### config.mk
export PLATFORM = sky130hd
export DESIGN_NAME = channel_dump_sequencer
export DESIGN_NICKNAME = d
export VERILOG_FILES = /design/src/rtl/recorder_pkg.sv /design/src/rtl/priority_pick.sv /design/src/rtl/channel_dump_sequencer.sv
export SDC_FILE = /design/constraint.sdc
export NUM_CORES = 1
export LEC_CHECK = 0
export ABC_AREA = 1
export CAP_MARGIN = 25
export CORE_MARGIN = 2
export CORE_UTILIZATION = 45
export DETAILED_ROUTE_END_ITERATION = 12
export PLACE_DENSITY = 0.71
export SYNTH_ARGS = -nofsm -noshare
export SYNTH_HDL_FRONTEND = slang
export SYNTH_SLANG_ARGS = --single-unit
export TNS_END_PERCENT = 20
### constraint.sdc
create_clock -name adc_clk -period 4.05 [get_ports adc_clk]
set_input_delay 0.405 -clock adc_clk [delete_from_list [all_inputs] [get_ports adc_clk]]
set_output_delay 0.405 -clock adc_clk [all_outputs]
set_load 0.01 [all_outputs]
### src/rtl/recorder_pkg.sv
// Shared recorder definitions: channel count, DMA timeout default and sequencer state encodings.
package recorder_pkg;
   localparam int NCH     = 6;
   localparam int TIMEOUT = 1024;
   localparam int CH_W    = 3;

   typedef enum logic [2:0] {
      IDLE   = 3'd0,
      SCAN   = 3'd1,
      ARM    = 3'd2,
      WAIT   = 3'd3,
      FINISH = 3'd4
   } state_t;
endpackage

### src/rtl/priority_pick.sv
// Combinational lowest-set-bit picker: index of the lowest set request bit, valid when any bit is set.
module priority_pick
   import recorder_pkg::*;
#(
   parameter int N = 6
)(
   input  logic [N-1:0]    i_req,
   output logic [CH_W-1:0] o_idx,
   output logic            o_vld
);
   always_comb begin
      o_idx = '0;
      // Scan downwards so the lowest set bit is the last one written.
      for (int k = N - 1; k >= 0; k--) begin
         if (i_req[k]) begin
            o_idx = CH_W'(k);
         end
      end
      o_vld = |i_req;
   end
endmodule

### src/rtl/channel_dump_sequencer.sv
// Walks the masked recording channels in index order, starting one DMA transfer per channel
// and reporting a descriptor per completed transfer; a stalled DMA is abandoned after TIMEOUT cycles.
module channel_dump_sequencer
   import recorder_pkg::*;
#(
   parameter int TIMEOUT = recorder_pkg::TIMEOUT,
   parameter int NCH     = recorder_pkg::NCH
)(
   input  logic             adc_clk,
   input  logic             reset,
   input  logic             start,
   input  logic             abort,
   input  logic [NCH-1:0]   chan_mask,
   input  logic [8*NCH-1:0] chan_len,
   output logic [2:0]       active_channel,
   output logic             dma_start,
   input  logic             dma_ready,
   output logic             busy,
   output logic             done,
   output logic             desc_valid,
   output logic [2:0]       desc_chan,
   output logic [7:0]       desc_len,
   output logic [NCH-1:0]   dumped_mask,
   output logic             timeout_err
);
   localparam int               CNT_W    = (TIMEOUT > 1) ? $clog2(TIMEOUT) : 1;
   localparam logic [CNT_W-1:0] CNT_LAST = CNT_W'(TIMEOUT - 1);

   state_t             r_state, w_state_nxt;
   logic [NCH-1:0]     r_pending, w_pending_nxt;
   logic [8*NCH-1:0]   r_len, w_len_nxt;
   logic [2:0]         r_active, w_active_nxt;
   logic               r_dma_start, w_dma_start_nxt;
   logic               r_busy, w_busy_nxt;
   logic               r_done, w_done_nxt;
   logic               r_desc_vld, w_desc_vld_nxt;
   logic [2:0]         r_desc_chan, w_desc_chan_nxt;
   logic [7:0]         r_desc_len, w_desc_len_nxt;
   logic [NCH-1:0]     r_dumped, w_dumped_nxt;
   logic               r_timeout, w_timeout_nxt;
   logic [CNT_W-1:0]   r_wait_cnt, w_wait_cnt_nxt;

   logic [2:0]         w_pick_idx;
   logic               w_pick_vld;
   logic [7:0]         w_pick_len;
   logic [7:0]         w_act_len;

   priority_pick #(.N(NCH)) u_pick (
      .i_req (r_pending),
      .o_idx (w_pick_idx),
      .o_vld (w_pick_vld)
   );

   assign w_pick_len = r_len[{w_pick_idx, 3'b000} +: 8];
   assign w_act_len  = r_len[{r_active, 3'b000} +: 8];

   always_ff @(posedge adc_clk) begin
      if (reset) begin
         r_state     <= IDLE;
         r_pending   <= '0;
         r_len       <= '0;
         r_active    <= '0;
         r_dma_start <= 1'b0;
         r_busy      <= 1'b0;
         r_done      <= 1'b0;
         r_desc_vld  <= 1'b0;
         r_desc_chan <= '0;
         r_desc_len  <= '0;
         r_dumped    <= '0;
         r_timeout   <= 1'b0;
         r_wait_cnt  <= '0;
      end else begin
         r_state     <= w_state_nxt;
         r_pending   <= w_pending_nxt;
         r_len       <= w_len_nxt;
         r_active    <= w_active_nxt;
         r_dma_start <= w_dma_start_nxt;
         r_busy      <= w_busy_nxt;
         r_done      <= w_done_nxt;
         r_desc_vld  <= w_desc_vld_nxt;
         r_desc_chan <= w_desc_chan_nxt;
         r_desc_len  <= w_desc_len_nxt;
         r_dumped    <= w_dumped_nxt;
         r_timeout   <= w_timeout_nxt;
         r_wait_cnt  <= w_wait_cnt_nxt;
      end
   end

   always_comb begin
      w_state_nxt     = r_state;
      w_pending_nxt   = r_pending;
      w_len_nxt       = r_len;
      w_active_nxt    = r_active;
      w_dma_start_nxt = 1'b0;
      w_busy_nxt      = r_busy;
      w_done_nxt      = 1'b0;
      w_desc_vld_nxt  = 1'b0;
      w_desc_chan_nxt = r_desc_chan;
      w_desc_len_nxt  = r_desc_len;
      w_dumped_nxt    = r_dumped;
      w_timeout_nxt   = r_timeout;
      w_wait_cnt_nxt  = r_wait_cnt;

      // Abort wins over everything in flight, including a same-cycle dma_ready.
      if (abort && (r_state == SCAN || r_state == ARM || r_state == WAIT)) begin
         w_state_nxt = FINISH;
      end else begin
         case (r_state)
            IDLE: begin
               if (start) begin
                  w_pending_nxt = chan_mask;
                  w_len_nxt     = chan_len;
                  w_dumped_nxt  = '0;
                  w_timeout_nxt = 1'b0;
                  w_busy_nxt    = 1'b1;
                  w_state_nxt   = SCAN;
               end
            end
            SCAN: begin
               if (!w_pick_vld) begin
                  w_state_nxt = FINISH;
               end else if (w_pick_len != 8'd0) begin
                  w_active_nxt = w_pick_idx;
                  w_state_nxt  = ARM;
               end else begin
                  w_pending_nxt[w_pick_idx] = 1'b0;
               end
            end
            ARM: begin
               w_dma_start_nxt = 1'b1;
               w_wait_cnt_nxt  = '0;
               w_state_nxt     = WAIT;
            end
            WAIT: begin
               if (dma_ready) begin
                  w_desc_vld_nxt          = 1'b1;
                  w_desc_chan_nxt         = r_active;
                  w_desc_len_nxt          = w_act_len;
                  w_dumped_nxt[r_active]  = 1'b1;
                  w_pending_nxt[r_active] = 1'b0;
                  w_state_nxt             = SCAN;
               end else if (r_wait_cnt == CNT_LAST) begin
                  w_timeout_nxt           = 1'b1;
                  w_pending_nxt[r_active] = 1'b0;
                  w_state_nxt             = SCAN;
               end else begin
                  w_wait_cnt_nxt = r_wait_cnt + 1'b1;
               end
            end
            FINISH: begin
               w_done_nxt  = 1'b1;
               w_busy_nxt  = 1'b0;
               w_state_nxt = IDLE;
            end
            default: w_state_nxt = IDLE;
         endcase
      end
   end

   assign active_channel = r_active;
   assign dma_start      = r_dma_start;
   assign busy           = r_busy;
   assign done           = r_done;
   assign desc_valid     = r_desc_vld;
   assign desc_chan      = r_desc_chan;
   assign desc_len       = r_desc_len;
   assign dumped_mask    = r_dumped;
   assign timeout_err    = r_timeout;
endmodule
* Word-level counts from Yosys, hierarchy flattened *
Cells that the tools add are included.

storage, ports and cells
  flip-flop bits (word level) = 92
  input port bits = 59
  output and inout port bits = 25

cells by class
  $add $sub $neg = 1
  $lt $le $gt $ge = 4
  equality and inequality tests = 17
  shift-type cells = 2
  muxes and demuxes = 38
  bitwise operators = 7
  reduce and logical (&&, ||, !) cells = 24

operator list
  cell                     number
  $shiftx A48 B7 Y8        2
  $mux W6                  7
  $mux W3                  12
  $mux W10                 2
  $pmux W10 S2             1
  $pmux W6 S3              1
  $reduce_and A3 Y1        5
  $and A6 B6 Y6            2
  $ne A2 B2 Y1 const B     6
  $not A6 Y6               2
  $pmux W3 S4              1
  $pmux W6 S2              1
  $reduce_and A4 Y1        3
  $add A10 B1 Y10 const B  1
  $eq A10 B10 Y1 const B   1
  $mux W1                  9
  $lt A3 B4 Y1 const B     2
  $ne A4 B2 Y1 const B     2
  $reduce_bool A8 Y1       1
  $demux W1 S3             2
  $eq A3 B2 Y1 const B     2
  $ge A3 B1 Y1 const B     2
  $ne A3 B2 Y1 const B     2
  $or A6 B6 Y6             1
  16 further kinds         23

* Longest topological paths before layout *
  word-level depth = 15
  gate-level depth with buffers = 14

* By module *
Synthesis repeated with hierarchy kept, for this count alone.

unflattened totals
  cells, all modules = 594
  area, all modules = 4,349.2 um^2

by module, submodules not included
  module                  times used  cells an instance  area each (um^2)  sequential area each (um^2)
  channel_dump_sequencer  1           579                4,276.6           1,841.8
  priority_pick           1           15                 72.6              0.0

* Worst setup path before layout *
No wires, ideal clock.

  kind = reg-to-reg
  start = register r_wait_cnt[0]
  end = register r_pending[2]
  arrival = 1,429 ps
  slack = 2,506 ps
  cell stages (with the launch flop) = 12
  clock period less this slack = 1,544 ps
  path through = dfxtp_1 > ha_1 > nand3_1 > inv_1 > nand4_1 > nand2_4 > o21ai_2 > nor2_2 > buf_6 > nand3_1 > nand2_1 > nor2_1

between the ends
  cells in the longest elaborated chain, start to end = 3

RTL lines
  what                                RTL line                       source
  start: declaration                  channel_dump_sequencer.sv:41   logic [CNT_W-1:0] r_wait_cnt, w_wait_cnt_nxt;
  start signal: assignment            channel_dump_sequencer.sv:85   r_wait_cnt <= w_wait_cnt_nxt;
  $eq A10 B10 Y1                      channel_dump_sequencer.sv:142  end else if (r_wait_cnt == CNT_LAST) begin
  $ne A3 B2 Y1 (no source line)       --
  $reduce_and A6 Y1 (no source line)  --
  end signal: assignment              channel_dump_sequencer.sv:74   r_pending <= w_pending_nxt;
  end: declaration                    channel_dump_sequencer.sv:30   logic [NCH-1:0] r_pending, w_pending_nxt;

No other way between the ends.
A chain may end at the register's enable or synchronous reset.

* Worst setup path after layout *
  start = register r_state[1]
  end = register r_dumped[4] (netlist: dumped_mask[4])

between the ends
  cells in the longest elaborated chain, start to end = 6

RTL lines
  what                                          RTL line                       source
  start: declaration                            channel_dump_sequencer.sv:29   state_t r_state, w_state_nxt;
  start signal: assignment                      channel_dump_sequencer.sv:73   r_state <= w_state_nxt;
  $eq A3 B1 Y1 or $eq A3 B2 Y1 (tied branches)  channel_dump_sequencer.sv:105  if (abort && (r_state == SCAN || r_state == ARM || r_state == WAIT)) begin
  $logic_or A1 B1 Y1 (2 in series)              channel_dump_sequencer.sv:105
  $logic_and A1 B1 Y1                           channel_dump_sequencer.sv:105
  $not A1 Y1 (no source line)                   --
  $reduce_and A4 Y1 (no source line)            --
  end signal: assignment                        channel_dump_sequencer.sv:83   r_dumped <= w_dumped_nxt;
  end: declaration                              channel_dump_sequencer.sv:39   logic [NCH-1:0] r_dumped, w_dumped_nxt;

Parallel ways exist; a longest one is shown, timed or not.

==> out/metrics.yaml <==
yosys:
  synth_nets: 644
  synth_ff_type: "dfxtp_1"
  ys_warn_count: 0
  synth_top_cell_area_share_pct: 42.85
  ys_types: 38
  yosysSeqAreaShare_pct: 42.85
  yosys.area_share.simple_pct: 22.47
  ys_ff_latch: 92
  synth.avg_cell_area_um2: 7.359
  yosysTopAreaCell: "dfxtp_1"
  synth_edf_count: 0
  syn_area_mm2: 0.004298
  synthArstFlopShare_pct: 0
  synthAdderAreaFrac_pct: 0.2911
  synth.mux.area_fraction_pct: 0
  synth_area_leaders: "dfxtp_1, a21oi_1, nand2_1"
  synth_compound_area_share_pct: 24.02
  syn_inst: 584
  yosys.area_share.xor_xnor_pct: 0.8151
  synth_top_family_by_area: "compound AO/OA/AOI/OAI gates"
placed_design:
  port_buffers: 83
  hpwl_um: 8844
  dp_slack_ns: 1.436
  placed_cell_area_mm2: 0.005174
  gp_congestion: 0.9406
global_route:
  track_usage_pct: 23.87
  grt_pass1_vias: 3919
  grt_max_degree: 83
  grt_pass1_wl_um: 19150
  antenna_found_initial: 0
  overflow: 0
cts:
  cts_sinks: 92
  cts_buffers: 9
  cts.path.max_buffers: 2
  ctsRootBufferMaster: "clkbuf_8"
  post_cts_resized: 0
  hold_buffers: 0
  cts_setup_buffers: 0
  cts_tree: "done"
  clkTransAtPathRegs_ns: 0.09
  htreeDepth: 3
  clock_latency_ns: 0.37
finish:
  post-route-util_pct: 58.23
  layout_commonest_cell: "dfxtp_1"
  synthToLayoutAreaGrowth_pct: 25.18
  final_cell_mix: "dfxtp_1, a21oi_1, nand2_1, clkdlybuf4s50_1, inv_1"
  drive_gt1_share_pct: 8.182
  finalNetCount: 715
  design_area_mm2: 0.005380
  antenna_cells: 0
timing:
  slew_viol_final: 0
  rsz0062_at_grt: "false"
  setup_tns_ns: 0
  hold_viol: 0
  skew_ns: 0.008700
  setup_viol_count_final: 0
  worst_pin_slew_ns: 0.8883
  fmax_mhz: 396.3
  fin_crit_sh_pct: 62.31
  period_needed_ns: 2.524
  final.setup.worst_slack_ns: 1.526
  max_slew_margin_pct: 40.46
setup_path:
  crit_path_end_kind: "register"
  cp-start-kind: "register"
  max_stage_delay_ns: 0.61
  crit_buf_inv: 1
  reg2reg_to: "dumped_mask[4]$_SDFFE_PP0P_"
  cp.arrival_ns: 2.83
  reg2regPathDepth: 7
  worstPathMaxFanout: 82
  crit_type: "register to register"
  cp.required_ns: 4.36
  crit_family: "simple AND/OR/NAND/NOR gates"
  worst_r2r_startpoint: "r_state[1]$_SDFFE_PP0P_"
  slowest_stage: "nand2_4"
  crit_path_cell_trace: "nor2_2 > inv_2 > nor2_2 > nand2_4 > nand2_1 > a21oi_1 > nor2_1"
  rrSetupSlack_ns: 1.53
  path_common_cell: "nor2_2"
pwr:
  p_per_area_mw_per_mm2: 624.1
  p_leak_nw: 2.054
  vdd_ir_drop_max_uv: 285.3
min_path:
  min_from: "r_len[0]$_SDFFE_PP0P_"
  holdPathStages: 2
  min_to: "r_len[0]$_SDFFE_PP0P_"
  hold_class: "register to register"
detailed_routing:
  drtPass1Iterations: 6
  routed_wl_um: 12000
  wl_per_cell_um: 15.21
  postRouteAntennaNets: 0
  initialDrtViolationCount: 272
  drc: 0
  num_vias: 4188
  via_per_inst: 5.308
flow_run:
  drv_cap: 0
floorplan:
  initial_core_util_pct: 46.51
  fp.dieArea_mm2: 0.01035
  core_area_mm2: 0.009240
  io_pins: 84
  die_w_um: 101.7
  rows: 35
  die_height_um: 101.7
outcome:
  outcome: "complete, no violations"
==> cell usage after synthesis (2+ instances only) <==
master	instances
o21ai_1	11
dfxtp_1	92
o21ai_2	3
nor3_2	3
inv_2	8
a22oi_1	2
nor2_4	2
inv_1	64
nand2_4	2
o211ai_1	4
nand3_1	41
a21oi_1	89
a31oi_1	2
nor4_1	2
nand4_1	7
clkbuf_1	11
nor2_1	43
buf_2	9
o22ai_1	7
buf_6	3
a221oi_1	16
nor3_1	8
nand2_2	8
o21ai_0	41
nor2_2	4
o21a_1	3
xor2_1	4
nand3_2	2
nand2_1	84
==> state kept, by name, summed over array words and instances (netlist names), 3 cells and up <==
name	flops
r_len	48
r_wait_cnt	10
desc_len	8
dumped_mask	6
r_pending	6
active_channel	3
desc_chan	3
r_state	3
==> tightest hold or removal path, cell delays in order, from the launching register on <==
cell and delay, ns:
dfxtp_1 0.32, inv_1 0.07, a21oi_1 0.05
==> power by group <==
group / leakage (nW) / total [mW] / switching (mW) / internal [mW]
Clock: 0.103 / 0.646 / 0.340 / 0.306
Combinational: 1.20 / 1.44 / 0.941 / 0.498
Sequential: 0.753 / 1.27 / 0.161 / 1.11
==> stage by stage <==
step	instances	hold WS (ns)	power, mW
floorplan	584	0.4370	2.394
global placement	773	0.4522	2.687
finish	789	0.4797	3.358
detailed placement	773	0.4587	2.712
global route	789	0.5026	3.606
CTS	789	0.4733	3.357
==> metal layers <==
| metal | vias to the layer above | GRT usage [%] | wire (um) |
|---|---|---|---|
| li1 | 2119 | - | - |
| met1 | 1902 | 30.59 | 5310 |
| met2 | 153 | 40.64 | 5819 |
| met3 | 14 | 4.900 | 736 |
| met4 | 0 | 6.757 | 136 |
| met5 | - | 0 | 0 |
==> cell families (layout without fill, tap and decap cells) <==
group | count (synthesis) | after routing
and+or+nand+nor | 207 | 207
xor gates and xnor gates | 4 | 4
buffers and inverters | 99 | 175
DFF | 92 | 92
AOI/OAI and AO/OA | 181 | 181
adders and majority gates | 1 | 1
==> worst max-delay path by stage <==
stage | from | to | slack [ns] | cells past startpoint
after detailed placement | start | dumped_mask[2]$_SDFFE_PP0P_ | 1.44 | 5
after floorplan | r_wait_cnt[0]$_SDFFE_PP0P_ | r_pending[2]$_SDFFE_PP0P_ | 2.51 | 11
after global routing | r_state[1]$_SDFFE_PP0P_ | dumped_mask[4]$_SDFFE_PP0P_ | 1.24 | 7
final | r_state[1]$_SDFFE_PP0P_ | dumped_mask[4]$_SDFFE_PP0P_ | 1.53 | 7
after global placement | start | dumped_mask[1]$_SDFFE_PP0P_ | 1.52 | 5
after CTS | r_state[1]$_SDFFE_PP0P_ | dumped_mask[4]$_SDFFE_PP0P_ | 1.53 | 7
==> final cells by class <==
class	count	area [um2]
Clock buffer	10	137.6
Sequential cell	92	1842
Tap cell	129	161.4
Multi-Input combinational cell	393	2046
Timing Repair Buffer	85	845.8
Clock inverter	6	68.82
Fill cell	862	3860
Inverter	74	279.0
No activity file was read; power rests on OpenSTA's default activity.
==> RTL change 1 (same flow settings) <==
Change the package constant `NCH` from 6 to 12.
--- a/src/rtl/recorder_pkg.sv
+++ b/src/rtl/recorder_pkg.sv
@@ -2,3 +2,3 @@
 package recorder_pkg;
-   localparam int NCH     = 6;
+   localparam int NCH     = 12;
    localparam int TIMEOUT = 1024;
Ports: changed (resized chan_len, chan_mask and dumped_mask); port bits go from 84 to 144. The function was not compared with the original's and may differ.
==> RTL change 1 against the unedited design <==
Sequential cell count grew 24. Cell area is 39% higher. Total power increased by 71%. Wire length increased by 41%. Area after synthesis up 33%. Die area up 31%. Worst setup slack got worse by 0.36 ns. Critical endpoint is now r_pending[4]$_SDFFE_PP0P_. Highest routed layer unchanged.
==> RTL change 1: results <==
grt:
  grt_use_met3_pct: 6.072
  grt_pass1_wl_microns: 26770
  grtUsageMet2_pct: 41.74
  grt_util_met1_pct: 32.31
  grt_max_degree: 86
  grt_pass1_vias: 5373
placed_design:
  dpl_cell_area_sq_um: 6875
  gp_congestion: 0.9547
pwr:
  p_leak_nw: 3.042
  swShare_pct: 42.71
  p_comb_mw: 2.59
  cellPowerDensity_nw_per_um2: 764.6
worst_setup_path:
  cp_slowest_cell: "dfxtp_1"
  crit_fanout: 40
  cp_data_arrival_time_ns: 3.20
sta:
  worstMarginPinSlew_ns: 0.7970
cts:
  insertion_delay_ns: 0.42
  clk_pin_slew_ns: 0.06
  clock-root-buffer: "clkbuf_16"
finish:
  drive_gt1_share_pct: 8.279
  fillerInstances: 1213
  nets: 1019
  utilization_pct: 59.88
route:
  initialDrtViolationCount: 661
  wl_met2_microns: 7692
  drt-met1-wl_microns: 7484
  num_vias: 5788
  wl_met3_microns: 1091
synth:
  synth_area_leaders: "dfxtp_1 (41%), a21oi_1 (8.2%), o21ai_0 (8.1%)"
  synth_cell_types: 43
  synth-seq-area-share_pct: 40.73
  syn_avg_cell_area_sq_um: 7.048
  ys_top_cells_by_count: "dfxtp_1 (116), inv_1 (113), nand2_1 (105)"
min_path:
  worstHoldStart: "dumped_mask[3]$_SDFFE_PP0P_"
  whs_endpoint: "dumped_mask[3]$_SDFFE_PP0P_"
outcome:
  status: "completed"
[RTL change 1: cell count changes after synthesis, moves of 9 or more]
cell	before	now
o21ai_0	41	92
inv_1	64	113
nor2_1	43	52
clkbuf_1	11	28
nand2_1	84	105
nand3_1	41	87
dfxtp_1	92	116
[RTL change 1: kinds of logic after synthesis]
kind of cell | after synthesis | share of synthesized area (%)
AOI/OAI and AO/OA | 246 | 24.51
xor gates and xnor gates | 2 | 0.3073
adders and majority gates | 1 | 0.2194
buffers and inverters | 165 | 12.03
DFF | 116 | 40.73
other | 1 | 0.06577
and+or+nand+nor | 278 | 22.14
[RTL change 1: area by class of cell]
type / instances / area share (%)
clock inverter: 12 / 2.037
timing repair buffer: 118 / 15.56
inverter: 121 / 6.060
sequential: 116 / 30.99
multi-input combinational: 531 / 36.26
clock buffer: 20 / 6.227
tap: 172 / 2.871
[RTL change 1: worst reg2reg max path, delay by kind of cell (launching register included)]
kind / cells / cell delay, ns
simple gates: 22 / 2.29
flops: 1 / 0.46
buf+inv: 1 / 0.04
==> RTL change 2 (config.mk and constraints unchanged) <==
Made on the original files. `r_pending` no longer has a reset.
--- a/src/rtl/channel_dump_sequencer.sv
+++ b/src/rtl/channel_dump_sequencer.sv
@@ -59,3 +59,2 @@
          r_state     <= IDLE;
-         r_pending   <= '0;
          r_len       <= '0;
@@ -73,3 +72,2 @@
          r_state     <= w_state_nxt;
-         r_pending   <= w_pending_nxt;
          r_len       <= w_len_nxt;
@@ -86,2 +84,6 @@
       end
+   end
+
+   always_ff @(posedge adc_clk) begin
+      r_pending <= w_pending_nxt;
    end
Function: no difference found for any inputs over 4 cycles, from zero or initial values and one cycle with reset high; that may be too few to reach the edited logic, so the function may still have changed.
==> RTL change 2 against the unedited design <==
Wire length decreased by 2.5%. Critical path depth increased by 2. Total power increased by 0.72%. Utilization increased by 0.092 points. Clock power increased by 7.6%. Sequential cell count unchanged. Cell area fell by 0.79%. Cell count shrank 3.4%. Area after synthesis down 2.0%. Worst setup slack improved by 0.25 ns. Fmax grew 11%. Clock skew decreased by 0.0014 ns. Largest power group unchanged.
==> RTL change 2: results <==
cts:
  clk_pin_slew_ns: 0.09
  cts_buffers: 9
  insertion_delay_ns: 0.36
  clockBufferDepth: 2
  clock-root-buffer: "clkbuf_8"
route:
  drtPass1Iterations: 5
  wl_met3_microns: 655
  drt-met1-wl_microns: 5327
  via_per_inst: 5.461
  initialDrtViolationCount: 289
  wl_met2_microns: 5506
  drt-total-wl_microns: 11710
worst_setup_path:
  worstReg2RegEnd: "r_pending[1]$_DFFE_PP_"
  crit_fanout: 6
  rrSetupSlack_ns: 1.78
  r2r_cells: 9
  cp_data_arrival_time_ns: 2.28
  r2r_start: "r_pending[0]$_DFFE_PP_"
pwr:
  ir_drop_v: 0.0002472
  p_leak_nw: 2.059
finish:
  top_register: "r_len"
  drive_gt1_share_pct: 7.220
  largest_register_ffs: 48
  fillerInstances: 861
  nets: 706
  insertedDiodeCount: 0
synth:
  synth_area_leaders: "dfxtp_1 (41%), a21oi_1 (10%), nand2_1 (8.6%)"
  synth-seq-area-share_pct: 45.17
  synth_enable_flop_cells: 6
  synth_cell_types: 37
  synthesis.nets: 630
  ys_top_cells_by_count: "nand2_1 (96), dfxtp_1 (86), a21oi_1 (84)"
  async_flop_share_pct: 0
  synth-main-ff-cell: "dfxtp_1"
  ys_warn_count: 0
placed_design:
  hpwl_microns: 8689
  gp_congestion: 0.8920
  io_buffers: 83
sta:
  final.setup_skew_ns: 0.007280
  hold_ws_ns: 0.4555
  maxSlewHeadroom_pct: 52.89
min_path:
  hp-class: "reg2reg"
  whs_endpoint: "dumped_mask[4]$_SDFFE_PP0P_"
  worstHoldStart: "dumped_mask[4]$_SDFFE_PP0P_"
grt:
  grt_util_met1_pct: 32.63
  grt_pass1_wl_microns: 19180
  grtUsageMet2_pct: 39.18
  grt_max_degree: 46
  grt_pass1_vias: 3994
  track_usage_pct: 24.04
  grt_use_met3_pct: 3.259
  antenna_found_initial: 0
outcome:
  status: "completed"
## RTL change 2: changes by cell type after synthesis, moves of 4 or more
cell      unedited run  this run
a221oi_1            16         8
nand2_2              8         2
nand2_1             84        96
nand3_1             41        34
clkbuf_1            11        18
nor3_1               8        12
a21oi_1             89        84
dfxtp_1             92        86
o21ai_0             41        50
buf_2                9         3
edfxtp_1             0         6
o21ai_1             11         3
## RTL change 2: report_power, final
| group | internal [mW] | total, mW | leakage [nW] | switching [mW] |
|---|---|---|---|---|
| clock | 0.351 | 0.695 | 0.110 | 0.344 |
| combinational | 0.460 | 1.36 | 1.19 | 0.900 |
| sequential | 1.16 | 1.33 | 0.761 | 0.165 |
## RTL change 2: stage by stage
step                cells  instance area, sq um  util (%)  worst slack (ns)
CTS                   762                  5338     58.32             1.797
detailed placement    746                  5115     55.89             1.607
global route          762                  5338     58.32             1.564
global placement      746                  5115     55.89             1.670
floorplan             570                  4210         -             2.196
finish                762                  5338     58.32             1.775
## RTL change 2: cells by family (layout without fill, tap and decap cells)
logic type | Yosys count | after routing | share of synthesized area (%)
AO/OA/AOI/OAI | 171 | 171 | 22.32
buffers and inverters | 98 | 179 | 9.183
flip-flops | 92 | 92 | 45.17
XOR/XNOR | 6 | 6 | 1.248
AND/OR/NAND/NOR | 202 | 202 | 21.78
adder cells (fa/ha/maj) | 1 | 1 | 0.2971
## RTL change 2: cell type report
class | instances | area [sq um] | share of cell area [%]
repair buffers | 88 | 868.3 | 16.27
well taps | 111 | 138.9 | 2.602
clock buffers | 9 | 123.9 | 2.321
flip-flops and latches | 92 | 1902 | 35.63
clock inverters | 7 | 98.84 | 1.852
multi-input cells | 380 | 1924 | 36.05
inverters | 75 | 281.5 | 5.274
## RTL change 2: worst max path at each step
stage                           start                endpoint  slack, ns  depth (start not counted)
6_report       r_pending[0]$_DFFE_PP_  r_pending[1]$_DFFE_PP_       1.78                          9
5_1_grt        r_pending[3]$_DFFE_PP_  r_pending[3]$_DFFE_PP_       1.56                          9
4_1_cts        r_pending[3]$_DFFE_PP_  r_pending[1]$_DFFE_PP_       1.80                          9
3_5_place_dp                    start  r_pending[4]$_DFFE_PP_       1.61                          7
3_3_place_gp                    start  r_pending[0]$_DFFE_PP_       1.67                          7
2_1_floorplan  r_pending[0]$_DFFE_PP_  r_pending[0]$_DFFE_PP_       2.20                          9
## RTL change 2: worst max-delay path, cell delays in order (launching register included)
cell and delay [ns]:
edfxtp_1 0.47, nor2_1 0.17, nand3_1 0.21, inv_1 0.18
nand2_1 0.07, nand3_1 0.08, nand3_1 0.07, nand2_1 0.11
nand2_1 0.06, a21oi_1 0.49
